File: config.mk
export PLATFORM = sky130hd
export DESIGN_NAME = clk_enable_scheduler
export DESIGN_NICKNAME = d
export VERILOG_FILES = /design/src/rtl/clk_sched_pkg.sv /design/src/rtl/tick_match.sv /design/src/rtl/clk_enable_scheduler.sv
export SDC_FILE = /design/constraint.sdc
export NUM_CORES = 1
export LEC_CHECK = 0
export CAP_MARGIN = 10
export CORE_ASPECT_RATIO = 0.6
export CORE_MARGIN = 2
export CORE_UTILIZATION = 55
export DETAILED_ROUTE_END_ITERATION = 6
export DONT_BUFFER_PORTS = 1
export GPL_TIMING_DRIVEN = 0
export PLACE_DENSITY = 0.7
export SETUP_SLACK_MARGIN = 0.05
export SLEW_MARGIN = 20
export SYNTH_ARGS = -nofsm -noshare
export SYNTH_HDL_FRONTEND = slang
export SYNTH_SLANG_ARGS = --single-unit
File: constraint.sdc
create_clock -name inputClk -period 4.5 [get_ports inputClk]
set_input_delay 1.35 -clock inputClk [delete_from_list [all_inputs] [get_ports inputClk]]
set_output_delay 1.35 -clock inputClk [all_outputs]
set_load 0.05 [all_outputs]
File: src/rtl/clk_sched_pkg.sv
// rtl/clk_sched_pkg.sv - shared state encoding and helpers for clk_enable_scheduler
package clk_sched_pkg;

  typedef enum logic [1:0] {
    IDLE = 2'd0,
    WAIT = 2'd1,
    DONE = 2'd2
  } sched_state_e;

  localparam int unsigned MASK_W = 32;

  function automatic int unsigned clog2(input int unsigned value);
    int unsigned r;
    r = 0;
    while ((64'd1 << r) < 64'(value)) r++;
    return r;
  endfunction

  function automatic int unsigned clamp_sel(input int unsigned sel, input int unsigned max_sel);
    return (sel > max_sel) ? max_sel : sel;
  endfunction

  // sel = 0 gives an empty mask, so the comparator matches on every run cycle
  function automatic logic [MASK_W-1:0] sel_mask(input int unsigned sel);
    return (sel >= MASK_W) ? {MASK_W{1'b1}} : ~({MASK_W{1'b1}} << sel);
  endfunction

endpackage

File: src/rtl/tick_match.sv
// rtl/tick_match.sv - per-channel boundary detector: low sel bits of the counter all ones
module tick_match
  import clk_sched_pkg::*;
#(
  parameter int CNT_W = 19,
  parameter int SEL_W = 5
) (
  input  logic [CNT_W-1:0] cnt_i,
  input  logic [SEL_W-1:0] sel_i,
  input  logic             run_i,
  output logic             match_o
);

  logic [MASK_W-1:0] mask;
  logic [MASK_W-1:0] cnt_ext;

  assign mask    = sel_mask(32'(sel_i));
  assign cnt_ext = MASK_W'(cnt_i);
  assign match_o = run_i && ((cnt_ext & mask) == mask);

endmodule

File: src/rtl/clk_enable_scheduler.sv
// rtl/clk_enable_scheduler.sv - prescale counter with per-channel divide-by-2^sel enable strobes
module clk_enable_scheduler
  import clk_sched_pkg::*;
#(
  parameter int CNT_W   = 19,
  parameter int NUM_CH  = 4,
  parameter int CH_W    = clog2(NUM_CH),
  parameter int SEL_W   = clog2(CNT_W + 1),
  parameter int DEF_SEL = 19
) (
  input  logic              inputClk,
  input  logic              rstN,
  input  logic              run,
  input  logic              cfgValid,
  output logic              cfgReady,
  input  logic [CH_W-1:0]   cfgCh,
  input  logic [SEL_W-1:0]  cfgSel,
  output logic              cfgDone,
  output logic [NUM_CH-1:0] tickEn,
  output logic [CNT_W-1:0]  count
);

  logic [CNT_W-1:0]  cnt_q;
  logic [CNT_W-1:0]  cnt_d;
  logic [NUM_CH-1:0] tick_q;
  logic [NUM_CH-1:0] match;
  logic [SEL_W-1:0]  sel_q [NUM_CH];

  sched_state_e      state_q;
  logic [CH_W-1:0]   pch_q;
  logic [SEL_W-1:0]  psel_q;
  logic              ready_q;
  logic              done_q;
  logic              pend_match;
  logic              ch_legal;

  assign cnt_d = run ? cnt_q + CNT_W'(1) : cnt_q;

  for (genvar c = 0; c < NUM_CH; c++) begin : g_ch
    tick_match #(
      .CNT_W (CNT_W),
      .SEL_W (SEL_W)
    ) u_match (
      .cnt_i   (cnt_q),
      .sel_i   (sel_q[c]),
      .run_i   (run),
      .match_o (match[c])
    );
  end

  always_comb begin
    pend_match = 1'b0;
    for (int c = 0; c < NUM_CH; c++) begin
      if (pch_q == CH_W'(c)) pend_match = match[c];
    end
  end

  assign ch_legal = (32'(cfgCh) < NUM_CH);

  always_ff @(posedge inputClk or negedge rstN) begin
    if (!rstN) begin
      cnt_q  <= '0;
      tick_q <= '0;
    end else begin
      cnt_q  <= cnt_d;
      tick_q <= match;
    end
  end

  // A new sel lands on the edge of a match, so that tick fires at the old rate
  // and the next period is measured entirely at the new one.
  always_ff @(posedge inputClk or negedge rstN) begin
    if (!rstN) begin
      state_q <= IDLE;
      pch_q   <= '0;
      psel_q  <= '0;
      ready_q <= 1'b1;
      done_q  <= 1'b0;
      for (int c = 0; c < NUM_CH; c++) sel_q[c] <= SEL_W'(DEF_SEL);
    end else begin
      done_q <= 1'b0;
      unique case (state_q)
        IDLE: begin
          if (cfgValid && ready_q) begin
            pch_q   <= cfgCh;
            psel_q  <= SEL_W'(clamp_sel(32'(cfgSel), CNT_W));
            ready_q <= 1'b0;
            if (ch_legal) begin
              state_q <= WAIT;
            end else begin
              state_q <= DONE;
              done_q  <= 1'b1;
            end
          end
        end
        WAIT: begin
          if (!run || pend_match) begin
            for (int c = 0; c < NUM_CH; c++) begin
              if (pch_q == CH_W'(c)) sel_q[c] <= psel_q;
            end
            state_q <= DONE;
            done_q  <= 1'b1;
          end
        end
        DONE: begin
          state_q <= IDLE;
          ready_q <= 1'b1;
        end
        default: begin
          state_q <= IDLE;
          ready_q <= 1'b1;
        end
      endcase
    end
  end

  assign cfgReady = ready_q;
  assign cfgDone  = done_q;
  assign tickEn   = tick_q;
  assign count    = cnt_q;

endmodule

After elaboration in Yosys (flattened, before gate mapping)
Index checks and enable logic that the tools add are counted.

cells by class
  add/sub/neg operators = 1
  multipliers = 0
  div/mod/pow operators = 0
  order comparisons = 1
  eq/ne operators = 10
  shift-type cells = 4
  multiplexer cells = 12
  bitwise operators = 9
  reductions and logical operators = 16

operators by type and width
  kind                                                  count
  bitwise AND 19 x 32 -> 32 bit                         4
  == test 32 bit                                        4
  inverter 32 bit                                       4
  << shifter 32 x 5 -> 32 bit, first input constant     4
  adder 19 x 1 -> 19 bit, second input constant         1
  AND reduction 3 bit                                   4
  two-way mux 1 bit                                     7
  AND reduction 2 bit                                   3
  greater-than comparator 5 bit, second input constant  1
  logical AND 1 bit                                     5
  two-way mux 5 bit                                     1
  == test 2 x 1 -> 1 bit, second input constant         2
  == test 2 bit, second input constant                  2
  logical NOT 2 bit                                     2
  two-way mux 2 bit                                     2
  inequality test 2 bit, second input constant          2
  case mux 2 bit (2 select lines)                       1
  case mux 1 bit (2 select lines)                       1
  logical NOT 1 bit                                     1
  logical OR 1 bit                                      1
  inverter 1 bit                                        1

word-level totals
  flip-flop bits (word level) = 54
  bits in latches = 0
  RAM bits = 0
  memory bits (read-only) = 0
  bits of input ports = 11
  output and inout port bits = 25
  logic and storage cells = 64
  memories kept = 0

Longest topological paths before layout
Gate-level depths: netlist (run 1).

  word-level depth = 12
  gate-level depth with buffers = 8

By module
Synthesis (run 1) repeated with hierarchy kept, for this count alone.

second synthesis, totals
  cells, all modules = 333
  area total of the unflattened synthesis = 3373.2 µm²

by module, submodules not included
  module                instances  cells an instance  area each (µm²)  sequential area each (µm²)
  clk_enable_scheduler  1          161                2252.2           1367.6
  tick_match            4          43                 280.3            0.0

Worst setup path after synthesis (run 1)
No wires, ideal clock.

  path type = input -> register
  start = in run
  end = reg sel_q[17] in the netlist's numbering
  library setup time = 0.125 ns
  arrival time = 2.665 ns
  slack = 1.710 ns
  stages on the path = 5
  path buffers = 0
  cell sequence = o221ai_1 > or3_1 > nor4_1 > o211ai_1 > mux2_2

on the way
  longest elaborated chain between the ends = 7
  elaborated cells on any way between the ends = 11
  classes of those cells = mux (4); reduce/logical (7)

RTL lines
  element                          RTL line                    text
  from (decl)                      clk_enable_scheduler.sv:13  input logic run,
  logical AND 1 bit                tick_match.sv:19            assign match_o = run_i && ((cnt_ext & mask) == mask);
  via g_ch[0].u_match.match_o      tick_match.sv:11            output logic match_o
  two-way mux 1 bit (4 in series)  clk_enable_scheduler.sv:54  if (pch_q == CH_W'(c)) pend_match = match[c];
  logical OR 1 bit                 clk_enable_scheduler.sv:97  if (!run || pend_match) begin
  AND reduction 3 bit (no line)    --
  to (signal, indexed assignment)  clk_enable_scheduler.sv:99  if (pch_q == CH_W'(c)) sel_q[c] <= psel_q;
  to (decl)                        clk_enable_scheduler.sv:27  logic [SEL_W-1:0] sel_q [NUM_CH];

The timed path passes the listed nets, and every way through them passes these cells.
A chain may end at the register's enable or synchronous reset.

Worst setup path in the final report (run 1)
  start = in count[14]
  end = reg sel_q[17] in the netlist's numbering

on the way
  longest elaborated chain between the ends = 9
  elaborated cells on any way between the ends = 18
  classes of those cells = eq/ne (4); mux (4); bitwise (4); reduce/logical (6)

RTL lines
  element                          RTL line                    text
  from (decl)                      clk_enable_scheduler.sv:20  output logic [CNT_W-1:0] count
  bitwise AND 19 x 32 -> 32 bit    tick_match.sv:19
  == test 32 bit                   tick_match.sv:19
  logical AND 1 bit                tick_match.sv:19
  via g_ch[0].u_match.match_o      tick_match.sv:11
  two-way mux 1 bit (4 in series)  clk_enable_scheduler.sv:54
  logical OR 1 bit                 clk_enable_scheduler.sv:97
  AND reduction 3 bit (no line)    --

The timed path passes the listed nets, and every way through them passes these cells.

==> results of run 1 <==
layout make-up:
cell class | count | area share
Buffer | 28 | 0.0351
Clock buffer | 6 | 0.0219
Clock inverter | 2 | 0.0113
Inverter | 17 | 0.0192
Multi-Input combinational cell | 238 | 0.474
Sequential cell | 54 | 0.412
Tap cell | 69 | 0.0260
synthesized netlist by cell type (2+ instances only):
master / instances
sky130_fd_sc_hd__nor3b_1: 2
sky130_fd_sc_hd__mux2_2: 20
sky130_fd_sc_hd__clkbuf_1: 23
sky130_fd_sc_hd__o21ai_0: 17
sky130_fd_sc_hd__a211o_1: 2
sky130_fd_sc_hd__nand3b_1: 2
sky130_fd_sc_hd__xnor2_1: 14
sky130_fd_sc_hd__nand3_1: 13
sky130_fd_sc_hd__nor2b_1: 2
sky130_fd_sc_hd__a21oi_1: 16
sky130_fd_sc_hd__a21boi_0: 4
sky130_fd_sc_hd__a22oi_1: 4
sky130_fd_sc_hd__a211oi_1: 3
sky130_fd_sc_hd__o221ai_1: 5
sky130_fd_sc_hd__nand2b_1: 5
sky130_fd_sc_hd__o2111ai_1: 4
sky130_fd_sc_hd__nor3_1: 10
sky130_fd_sc_hd__o211ai_1: 5
sky130_fd_sc_hd__nor4_1: 4
sky130_fd_sc_hd__a2111oi_0: 5
sky130_fd_sc_hd__o21bai_1: 3
sky130_fd_sc_hd__mux2i_1: 2
sky130_fd_sc_hd__and2_1: 2
sky130_fd_sc_hd__o22a_1: 2
sky130_fd_sc_hd__a311oi_1: 2
sky130_fd_sc_hd__nand4_1: 5
sky130_fd_sc_hd__o22ai_1: 4
sky130_fd_sc_hd__nor2_1: 26
sky130_fd_sc_hd__dfstp_2: 13
sky130_fd_sc_hd__dfrtp_1: 41
sky130_fd_sc_hd__o31ai_1: 5
sky130_fd_sc_hd__inv_1: 17
sky130_fd_sc_hd__buf_2: 3
sky130_fd_sc_hd__or3_1: 3
sky130_fd_sc_hd__nand2_1: 30
sky130_fd_sc_hd__xor2_1: 4
worst max-delay path, cell delays in order (launching register included):
cell and delay (ns):
sky130_fd_sc_hd__dfrtp_1 0.64, sky130_fd_sc_hd__clkbuf_1 0.46, sky130_fd_sc_hd__nand3_1 0.25, sky130_fd_sc_hd__a2111oi_0 0.39, sky130_fd_sc_hd__o2111ai_1 0.17, sky130_fd_sc_hd__nor4_1 0.62, sky130_fd_sc_hd__o211ai_1 0.35, sky130_fd_sc_hd__mux2_2 0.36
cell families (layout without fill, tap and decap cells):
family / Yosys count / after routing / synth area share
AND/OR/NAND/NOR: 109 / 109 / 0.172
AO/OA/AOI/OAI: 88 / 88 / 0.200
flip-flops: 54 / 54 / 0.438
buffers and inverters: 45 / 53 / 0.0577
multiplexers: 22 / 22 / 0.0786
XOR/XNOR: 18 / 18 / 0.0505
adder cells (fa/ha/maj): 1 / 1 / 0.00401
through the flow:
step | cells | setup slack [ns]
after global routing | 414 | 0.970
after detailed placement | 406 | 1.20
after floorplan | 337 | 1.71
final | 414 | 1.14
after global placement | 406 | 1.23
after CTS | 414 | 1.22
sequential cells by signal, indices dropped and copies added (netlist names):
signal / flops
tickEn: 4
cfgDone: 1
sel_q: 20
psel_q: 5
pch_q: 2
state_q: 2
count: 19
cfgReady: 1
worst max-delay path by stage:
stage	to	depth (start not counted)	from
global route	sel_q[17]	7	count[12]
finish	sel_q[17]	7	count[14]
detailed placement	sel_q[17]	5	run
CTS	sel_q[17]	7	count[12]
global placement	sel_q[17]	5	run
floorplan	sel_q[17]	5	run
metal layers:
metal / vias to the layer above / routed length [um]
li1: 1245 / -
met1: 1311 / 4070
met2: 161 / 3290
met3: 10 / 868
met4: 0 / 68
met5: - / 0
power breakdown:
group,internal (uW),switching [uW]
clock,166,165
sequential,684,313
combinational,360,549
total,1210,1030
==> summary by stage, run 1 <==
Final layout
The antenna diode instance count is 0. Leaving out fill and tap cells, the most frequent cells in the layout are 41 x sky130_fd_sc_hd__dfrtp_1, 30 x sky130_fd_sc_hd__nand2_1, 26 x sky130_fd_sc_hd__nor2_1, 24 x sky130_fd_sc_hd__clkbuf_1, 20 x sky130_fd_sc_hd__mux2_2. Fill cells in the final layout number 498. In the final layout, the share of cells above drive strength 1 is 0.133. Across the whole layout, storage elements account for 1370 um^2. The final-stage net count is 356. The most common cell after layout, fill and taps aside is sky130_fd_sc_hd__dfrtp_1. For this run, the share of the core covered by cells in the final layout is 0.601. The finished cells cover 3320 um^2. From synthesis to final layout, the design area changed by 6.29%. The multi-input combinational cells in the finished layout cover a total of 1570 um^2.

Synthesis
Dividing the synthesized area by the synthesized cell count gives 9.26 um^2. Yosys mapped a number of flops with a built-in enable equal to 0. The total number of yosys warnings is 0.

Yosys mapped the design onto 51 distinct sky130hd cell types. The number of cells produced by synthesis is 337. The fraction of the yosys area taken by sequential cells is 0.438. Among all flip-flop cells after synthesis, the most frequent one is sky130_fd_sc_hd__dfrtp_1. The post-synthesis async set-or-reset flop share is 1.00. The biggest area contributor in the post-synthesis netlist is sky130_fd_sc_hd__dfrtp_1.

The cell area that synthesis handed to floorplanning was 3120 um^2. In this run, synthesis produced a sequential element count of 54. The share of synthesized area in the top cell type comes to 0.329.

The synthesized net count is 349. In the post-synthesis netlist, the biggest area contributors are sky130_fd_sc_hd__dfrtp_1 33%, sky130_fd_sc_hd__dfstp_2 11%, sky130_fd_sc_hd__mux2_2 7.2%.

Floorplan
The floorplan step defined a die boundary enclosing 6310 um^2. The number of top-level design ports is 36. The die span in y is 62.4 um. The core outline area is 5520 um^2. The x dimension of the die is 101 um. The starting utilization of the core area is 0.566.

The number of cell rows is 21.

STA
The worst clock skew is 0.00631 ns. The routed design could run at a clock period as short as 3.36 ns. Setup repair after global routing left no endpoint under its margin. Setup violations remaining at the end of the flow were counted as 0. In this run the tightest slew margin relative to its limit is 0.476. The hold violation count in the final report is 0. For the pin with the worst max-slew slack, the measured transition is 0.780 ns. The final hold slack is 0.583 ns. The final-report max-slew violation count is 0. Static timing analysis puts the maximum clock frequency at 298 MHz.

Of the available clock period, the critical path in the final layout requires 0.746. In the final timing run, aggregate negative setup slack is 0 ns.

Critical path
The setup path with the least slack is of type reg2reg. Data on the critical path is required at its endpoint by 4.72 ns. The arrival time at the worst endpoint is 3.57 ns. The worst setup path is launched from a flip-flop. The startpoint of the lowest-slack register-to-register path is count[14]. The register-to-register path setup slack is 1.14 ns. The worst register-to-register path ends at sel_q[17]. The category of the worst setup path capture point is a flip-flop. The maximum fanout along the worst path is 9. The cell count of the worst reg-to-reg path is 7.

Pwr
The power consumption is 2240 uW. Power spread over the standard cell area amounts to 674 nW/um^2. The leakage power summed over all cells is 0.00130 uW. The maximum vdd ir drop is 372 uV.

Routing
In the routed design, unresolved DRC markers number 0. The final layout contains routed wiring with a total length of 8310 um. Detailed routing inserted a total of 2,727 vias. The first routing iteration left 304 violations.

The count of antenna-violating nets left after detailed routing is 0. The routed wire length per instance is 20.1 um. In the routed layout, each cell is associated on average with a via count of 6.59. The first TritonRoute pass finished after 5 iterations.

Clocking
The post-CTS setup repair buffer count is 0. The clock passes through at most 2 buffers. TritonCTS built the clock tree. Gates resized during post-CTS repair numbered 0. Clock-pin slew was measured on the worst setup and hold paths at 0.10 ns.

The later pin in the worst-skew pair is clocked with a latency of 0.32 ns. The buffer type at the clock tree root is sky130_fd_sc_hd__clkbuf_8. The clock drives 54 sinks. CTS built an H-tree with a depth of 2. In this run, CTS created clock tree buffers numbering 5. The number of hold-repair buffers added at the cts stage is 0.

Global routing
The aggregate global routing overflow is 0. The maximum number of pins on one net before global-route repair is 55. The global routing stage identified its most utilized layer as met1. In the global route stage, met2 resource usage came out at 0.357. In the global route stage, met1 resource usage came out at 0.468. In the global route stage, met3 resource usage came out at 0.0653. The via count of the first global-routing pass is 2,501.

In the global route stage, overall resource usage came out at 0.282. The first global-routing pass estimated 13,800 um of wire. The initial antenna violation count is 0.

Placement
The placed standard-cell area is 3210 um^2. The number of buffers added on ports is 0. The congestion estimate from routability-driven global placement came to 0.911.

The half-perimeter wire length after placement is 5960 um.

Hold path
The number of instances on the worst hold path is 2. The worst hold path terminates at cfgReady. The source of the worst hold timing path is state_q[1].

The class of the tightest hold or removal check is reg2reg.

Job
The max-capacitance violation count is 0.

Status
The flow ran to the end, and the final reports show no timing, DRC or antenna violations.
No activity file was read; power rests on OpenSTA's default activity.
==> inputs of run 2 (changes only) <==
==> constraint.sdc (replaced) <==
create_clock -name inputClk -period 3.2 [get_ports inputClk]
set_input_delay 0.96 -clock inputClk [delete_from_list [all_inputs] [get_ports inputClk]]
set_output_delay 0.96 -clock inputClk [all_outputs]
set_load 0.05 [all_outputs]
==> run 2 against run 1 <==
Against the previous run:
- register-to-register slack worse by 0.97 ns
- via count grew 0.44%
- routed wire length rose by 1.2%
- worst hold slack got worse by 0.26 ns
- clock power up 40%
- critical endpoint is now sel_q[2]
==> summary by stage, run 2 (synthesized netlist as in run 1, its figures left out) <==
Clocking
The clock insertion delay at the later pin of the skew report is 0.32 ns. The maximum buffer depth of the clock tree is 2. TritonCTS built the clock tree. TritonCTS created 5 clock buffers.

Clock-pin slew was measured on the worst setup and hold paths at 0.10 ns. The buffer type at the clock tree root is sky130_fd_sc_hd__clkbuf_8. The H-tree generated during clock tree synthesis spans 2 levels. The clock net in this run drives a total of 54 sinks.

Critical path
The critical path startpoint category is a flip-flop. The critical path starts at count[8]. The critical path data required time is 3.41 ns. The longest individual stage delay on the worst path is 0.64 ns. For the worst flop-to-flop path, the logic depth is 7. The critical path ends at sel_q[2]. Data on the critical path arrives at its endpoint at 3.24 ns.

The cell at the slowest stage of the critical path is sky130_fd_sc_hd__dfrtp_1. Of all nets on the critical path, the largest fanout is 8. The startpoint of the lowest-slack register-to-register path is count[8].

The register-to-register path setup slack is 0.17 ns. Counting stages on the worst path, the most repeated cell is sky130_fd_sc_hd__o2111ai_1. The endpoint of the lowest-slack register-to-register path is sel_q[2]. STA classifies the critical path endpoint as a flip-flop. The critical path is of the reg2reg type. Walking the worst path, the cells encountered are clkbuf_1 -> o2111ai_1 -> o31ai_1 -> o2111ai_1 -> a2111oi_4 -> buf_4 -> mux2_2.

Pwr
The maximum vdd ir drop is 521 uV. The part of the total power dissipated in combinational logic is 0.409. The design internal power is 1710 uW. The switching power is 1460 uW. The cell area power density is 946 nW/um^2. The share of total power dissipated in the clock network is 0.148. Summing internal, switching and leakage power gives 3160 uW.

The leakage power summed over all cells is 0.00132 uW. Of the total power, registers draw 0.443. The switching share of total power is 0.460.

STA
Setup repair after global routing could not meet its margin everywhere. Setup violations remaining at the end of the flow were counted as 0. The final-report max-slew violation count was 0. The hold violation count in the final report was 0. The period utilization is 0.947.

The maximum clock rate is 330 MHz. At the pin with the least slew margin, the transition time is 0.746 ns. The worst clock skew is 0.00474 ns. The clock period minus worst slack is 3.03 ns. The worst slew margin relative to its limit is 0.502.

Floorplan
After floorplanning, the core was sized to cover 5520 um^2. The floorplan die area is 6310 um^2. Measured along the y axis, the die boundary spans 62.4 um.

The x dimension of the die is 101 um. Row generation in the floorplan step produced 21 rows. The starting utilization of the core area is 0.566.

36 I/O pins were placed.

Routing
The routed wire length per instance is 20.2 um. The overall via count from detail_route is 2,739. The count of antenna-violating nets left after detailed routing is 0.

The number of iterations in the first detailed-routing pass is 7. In the routed design, unresolved DRC markers number 0. The total length of routed wires is 8400 um.

Dividing the detail-routed via count by the number of cells gives 6.60. The number of design-rule violations left by the first detailed-router iteration is 283.

Final layout
The area growth from synthesis to layout is 7.01%. Excluding fillers, the count of instances in the completed layout stands at 415. The library cells used most frequently in the layout, excluding fill and tap cells, are 39 x sky130_fd_sc_hd__dfrtp_1, 30 x sky130_fd_sc_hd__nand2_1, 26 x sky130_fd_sc_hd__nor2_1, 20 x sky130_fd_sc_hd__mux2_2, 19 x sky130_fd_sc_hd__clkbuf_1. The utilization after layout is 0.605. The library cell used most frequently in the layout, excluding fill and tap cells, is sky130_fd_sc_hd__dfrtp_1. Of the cells placed in the final design, the portion with a size suffix greater than 1 is 0.159. The antenna diode instance count is 0. The final-stage net count is 357. The top register by number of flip-flops is sel_q. The flip-flop count of the largest register, all copies and words added is 20.

Hold path
The worst hold path belongs to the class in2async.

Placement
The placer's final routability congestion estimate is 0.911. Buffers placed on the I/O ports in this run total 0. Detailed placement ended at an HPWL of 5960 um.

After detailed placement, the design holds a cell count of 406.

Job
The max-capacitance violation count is 0.

Global routing
Entering global routing, the biggest net connects 55 pins. The via count of the first global-routing pass was 2,504. Across every metal layer, demand over resource in global routing totals 0.284. Global routing finished with a remaining overflow of 0. The first global-routing pass estimated 13,800 um of wire. The initial antenna violation count came to 0.

Status
The flow ran to the end, and the final reports show no timing, DRC or antenna violations.
run 2: repair_timing:
action	4_1_cts	5_1_grt
pin swaps	0	1
setup endpoints to repair	13	14
gates resized for setup	3	8
hold buffers	0	0
setup buffers	0	1
endpoints found under the hold margin	0	0
run 2: cell type report:
class,instances,area (um^2)
inverters,17,63.8
repair buffers,1,7.51
clock inverters,2,37.5
fillers,497,2180
flip-flops and latches,54,1370
well taps,69,86.3
clock buffers,6,72.6
plain buffers,28,123
multi-input cells,238,1580
run 2: layer usage:
metal	up-vias	wire length [um]	GRT usage	part of all wire
met5	-	0	0	0
met4	0	116	0.0794	0.014
met3	19	895	0.0653	0.11
met2	159	3320	0.361	0.39
met1	1318	4070	0.469	0.48
li1	1243	-	-	-
run 2: how the worst min path moves through the flow:
stage | endpoint | slack (ns) | depth (start not counted)
final | count[4] | 0.33 | 0
after global routing | state_q[1] | 0.30 | 0
after CTS | psel_q[1] | 0.32 | 0
after detailed placement | cfgReady | 0.54 | 2
after global placement | cfgReady | 0.55 | 2
after floorplan | cfgReady | 0.49 | 2
run 2: through the flow:
step	instance area [um^2]	setup TNS, ns	setup slack (ns)	hold slack, ns
global route	3340	0	0.0470	0.304
detailed placement	3210	-0.173	-0.0624	0.544
floorplan	3120	0	0.509	0.486
CTS	3330	0	0.0565	0.318
global placement	3210	-0.0984	-0.0421	0.546
finish	3340	0	0.171	0.326
run 2: power groups by stage:
stage               Clock, uW  Sequential, uW  Combinational (uW)
detailed placement          0            1410                1230
CTS                       472            1390                1250
global placement            0            1400                1200
floorplan                   0            1310                1000
global route              502            1430                1440
finish                    466            1400                1290
run 2: worst max-delay path: cells and delay by family (launching register included):
| kind | cells | cell delay (ns) |
|---|---|---|
| mux | 1 | 0.34 |
| buf+inv | 2 | 0.66 |
| flops | 1 | 0.64 |
| compound gates | 4 | 1.28 |
==> inputs of run 3 (changes only) <==
--- a/config.mk
+++ b/config.mk
@@ -11,7 +11,6 @@
 export CORE_UTILIZATION = 55
 export DETAILED_ROUTE_END_ITERATION = 6
 export DONT_BUFFER_PORTS = 1
-export GPL_TIMING_DRIVEN = 0
 export PLACE_DENSITY = 0.7
 export SETUP_SLACK_MARGIN = 0.05
 export SLEW_MARGIN = 20
==> run 3 against run 2 <==
Against the previous run:
- highest routed layer unchanged
- via count decreased by 3.2%
- design area grew 0.45%
- cell count is 1.7% lower
- fmax increased by 15%
- clock skew is 0.0018 ns higher
- power shrank 3.0%
==> summary by stage, run 3 (synthesized netlist as in run 1, its figures left out) <==
Status
The flow ran to the end, and the final reports show no timing, DRC or antenna violations.

STA
The clock period minus worst slack is 2.64 ns. For this run, the top clock speed supported by timing is 379 MHz. Setup violations remaining at the end of the flow were counted as 0.

The final worst-path setup slack is 0.559 ns. The transition time at the pin with the least slew margin is 0.586 ns. For the final routed database, the setup TNS stands at 0 ns.

The hold violation count in the final report was 0. Setup repair after global routing left no endpoint under its margin. The worst slew margin relative to its limit is 0.608. The worst clock skew is 0.00654 ns. The final-report max-slew violation count was 0. In the finished design, the share of the clock period the worst path needs comes to 0.825.

Final layout
At the end of the flow, the number of nets in the layout was 350. The cell area after layout is 3360 um^2. More flip-flops sit in one register than any other, and that register is sel_q.

In the layout the commonest cells are 41 x sky130_fd_sc_hd__dfrtp_1, 30 x sky130_fd_sc_hd__nand2_1, 26 x sky130_fd_sc_hd__nor2_1, 22 x sky130_fd_sc_hd__buf_4, 20 x sky130_fd_sc_hd__mux2_2. 0 antenna diodes ended up in the layout. The register with the most flip-flops in the layout has 20 of them. The proportion of layout cells with a drive suffix above 1 is 0.192.

Once layout is complete, the cells apart from fillers number 408. The most common cell after layout, fill and taps aside is sky130_fd_sc_hd__dfrtp_1. From synthesis to final layout, the design area changed by 7.50%.

Global routing
The maximum number of pins on one net before global-route repair is 55. The total track usage is 0.277. The aggregate global routing overflow is 0. The initial antenna violation count came to 0. The wire length of the first global-routing pass is 13,500 um. The via count of the first global-routing pass is 2,502.

Placement
Detailed placement ended at an HPWL of 5950 um. The placed standard-cell area is 3260 um^2. After detailed placement, the design holds a cell count of 400. The number of buffers added on ports is 0. Routability-driven placement finished with a final weighted congestion of 0.885. Before CTS, the worst setup slack after placement is 0.605 ns.

Pwr
The maximum vdd ir drop is 530 uV. Summed over all cells, the static leakage comes to 0.00136 uW. For this design the ratio of total power to cell area is 914 nW/um^2.

Clocking
The number of clock sinks is 54. CTS built an H-tree with a depth of 2. Buffers inserted to repair hold after CTS numbered 0. The number of setup buffers added after CTS is 0. The number of buffers created by CTS is 5. The maximum buffer depth of the clock tree is 2. The clock-pin slew on the worst setup and hold paths is 0.10 ns. The number of gates resized after cts is 0. TritonCTS built the clock tree. The buffer type at the clock tree root is sky130_fd_sc_hd__clkbuf_8.

The clock insertion delay at the later pin of the skew report is 0.32 ns.

Critical path
STA classifies the critical path startpoint as a flip-flop. For the worst setup path, the data arrival time is 2.85 ns. Of all nets on the critical path, the largest fanout is 12. The cell count of the worst reg-to-reg path is 6. STA classifies the critical path endpoint as a flip-flop. The critical setup path kind is reg2reg. The critical path data required time is 3.41 ns.

Routing
For this block, the routed nets add up to 8240 um of wire. The number of iterations in the first detailed-routing pass is 6. In this run, the number of DRC markers left after iteration 0 of detailed routing was 236. The vias per cell is 6.50.

The routed wire length per instance is 20.2 um. In the routed design, unresolved DRC markers number 0. The final route contains 2,652 vias. Once detail routing completed, the nets flagged for antenna violations numbered 0.

Floorplan
The floorplan step set the die height to 62.4 um. The floorplan has 21 rows. The die is 101 um wide.

The number of top-level design ports is 36. For this configuration, the core starts out at a cell density of 0.566. The total area inside the core boundary comes to 5520 um^2. The die covers 6310 um^2.

Job
The max-capacitance violation count is 0.

Hold path
The path class of the tightest hold or removal check is in2async.
[run 3: changes by cell type in the layout (fill, tap and decap cells not counted)]
cell	change
sky130_fd_sc_hd__nor4_2	-1
sky130_fd_sc_hd__buf_2	-3
sky130_fd_sc_hd__bufinv_16	-1
sky130_fd_sc_hd__inv_6	+1
sky130_fd_sc_hd__clkbuf_2	-5
sky130_fd_sc_hd__clkbuf_8	+1
sky130_fd_sc_hd__clkbuf_1	-19
sky130_fd_sc_hd__buf_1	-1
sky130_fd_sc_hd__dfrtp_2	-2
sky130_fd_sc_hd__dfrtp_1	+2
sky130_fd_sc_hd__nor4_1	+1
sky130_fd_sc_hd__buf_4	+21
sky130_fd_sc_hd__buf_6	-1
[run 3: worst max-delay path: stages, from the launching register on]
cell and delay (ns):
sky130_fd_sc_hd__dfrtp_1 0.51, sky130_fd_sc_hd__nor4_1 0.27, sky130_fd_sc_hd__o2111ai_1 0.19, sky130_fd_sc_hd__o31ai_1 0.34, sky130_fd_sc_hd__o2111ai_1 0.27, sky130_fd_sc_hd__a2111oi_4 0.56
sky130_fd_sc_hd__mux2_2 0.39
[run 3: worst paths after layout]
kind | start | end | slack, ns
worst max register to register | sel_q[2] | sel_q[3] | 0.56
max in group asynchronous | rstN | sel_q[16] | 2.68
min in group inputClk | state_q[1] | cfgReady | 0.57
worst min register to register | state_q[1] | cfgReady | 0.57
worst min-delay path | rstN | count[15] | 0.32
worst max-delay path | sel_q[2] | sel_q[3] | 0.56
[run 3: final cells by class]
type / count / area [um^2]
well taps: 69 / 86.3
inverters: 17 / 63.8
flip-flops and latches: 54 / 1370
clock buffers: 6 / 82.6
repair buffers: 22 / 165
clock inverters: 2 / 16.3
fillers: 454 / 2160
multi-input cells: 238 / 1570
[run 3: routing by layer]
layer	global-route usage	part of all wire	vias up
met5	0	0	-
met4	0.0709	0.011	0
met3	0.0676	0.10	14
met2	0.360	0.41	139
met1	0.452	0.48	1285
li1	-	-	1214
[run 3: per-stage QoR]
stage / hold slack (ns) / total power [uW] / utilization
after floorplan: 0.486 / 2320 / -
after global placement: 0.547 / 2600 / 0.590
after detailed placement: 0.556 / 2630 / 0.590
after CTS: 0.316 / 3050 / 0.608
after global routing: 0.302 / 3280 / 0.608
final: 0.324 / 3070 / 0.608
[run 3: power breakdown]
| part | internal, uW | switching [uW] |
|---|---|---|
| Clock | 179 | 243 |
| Combinational | 502 | 635 |
| Sequential | 970 | 540 |
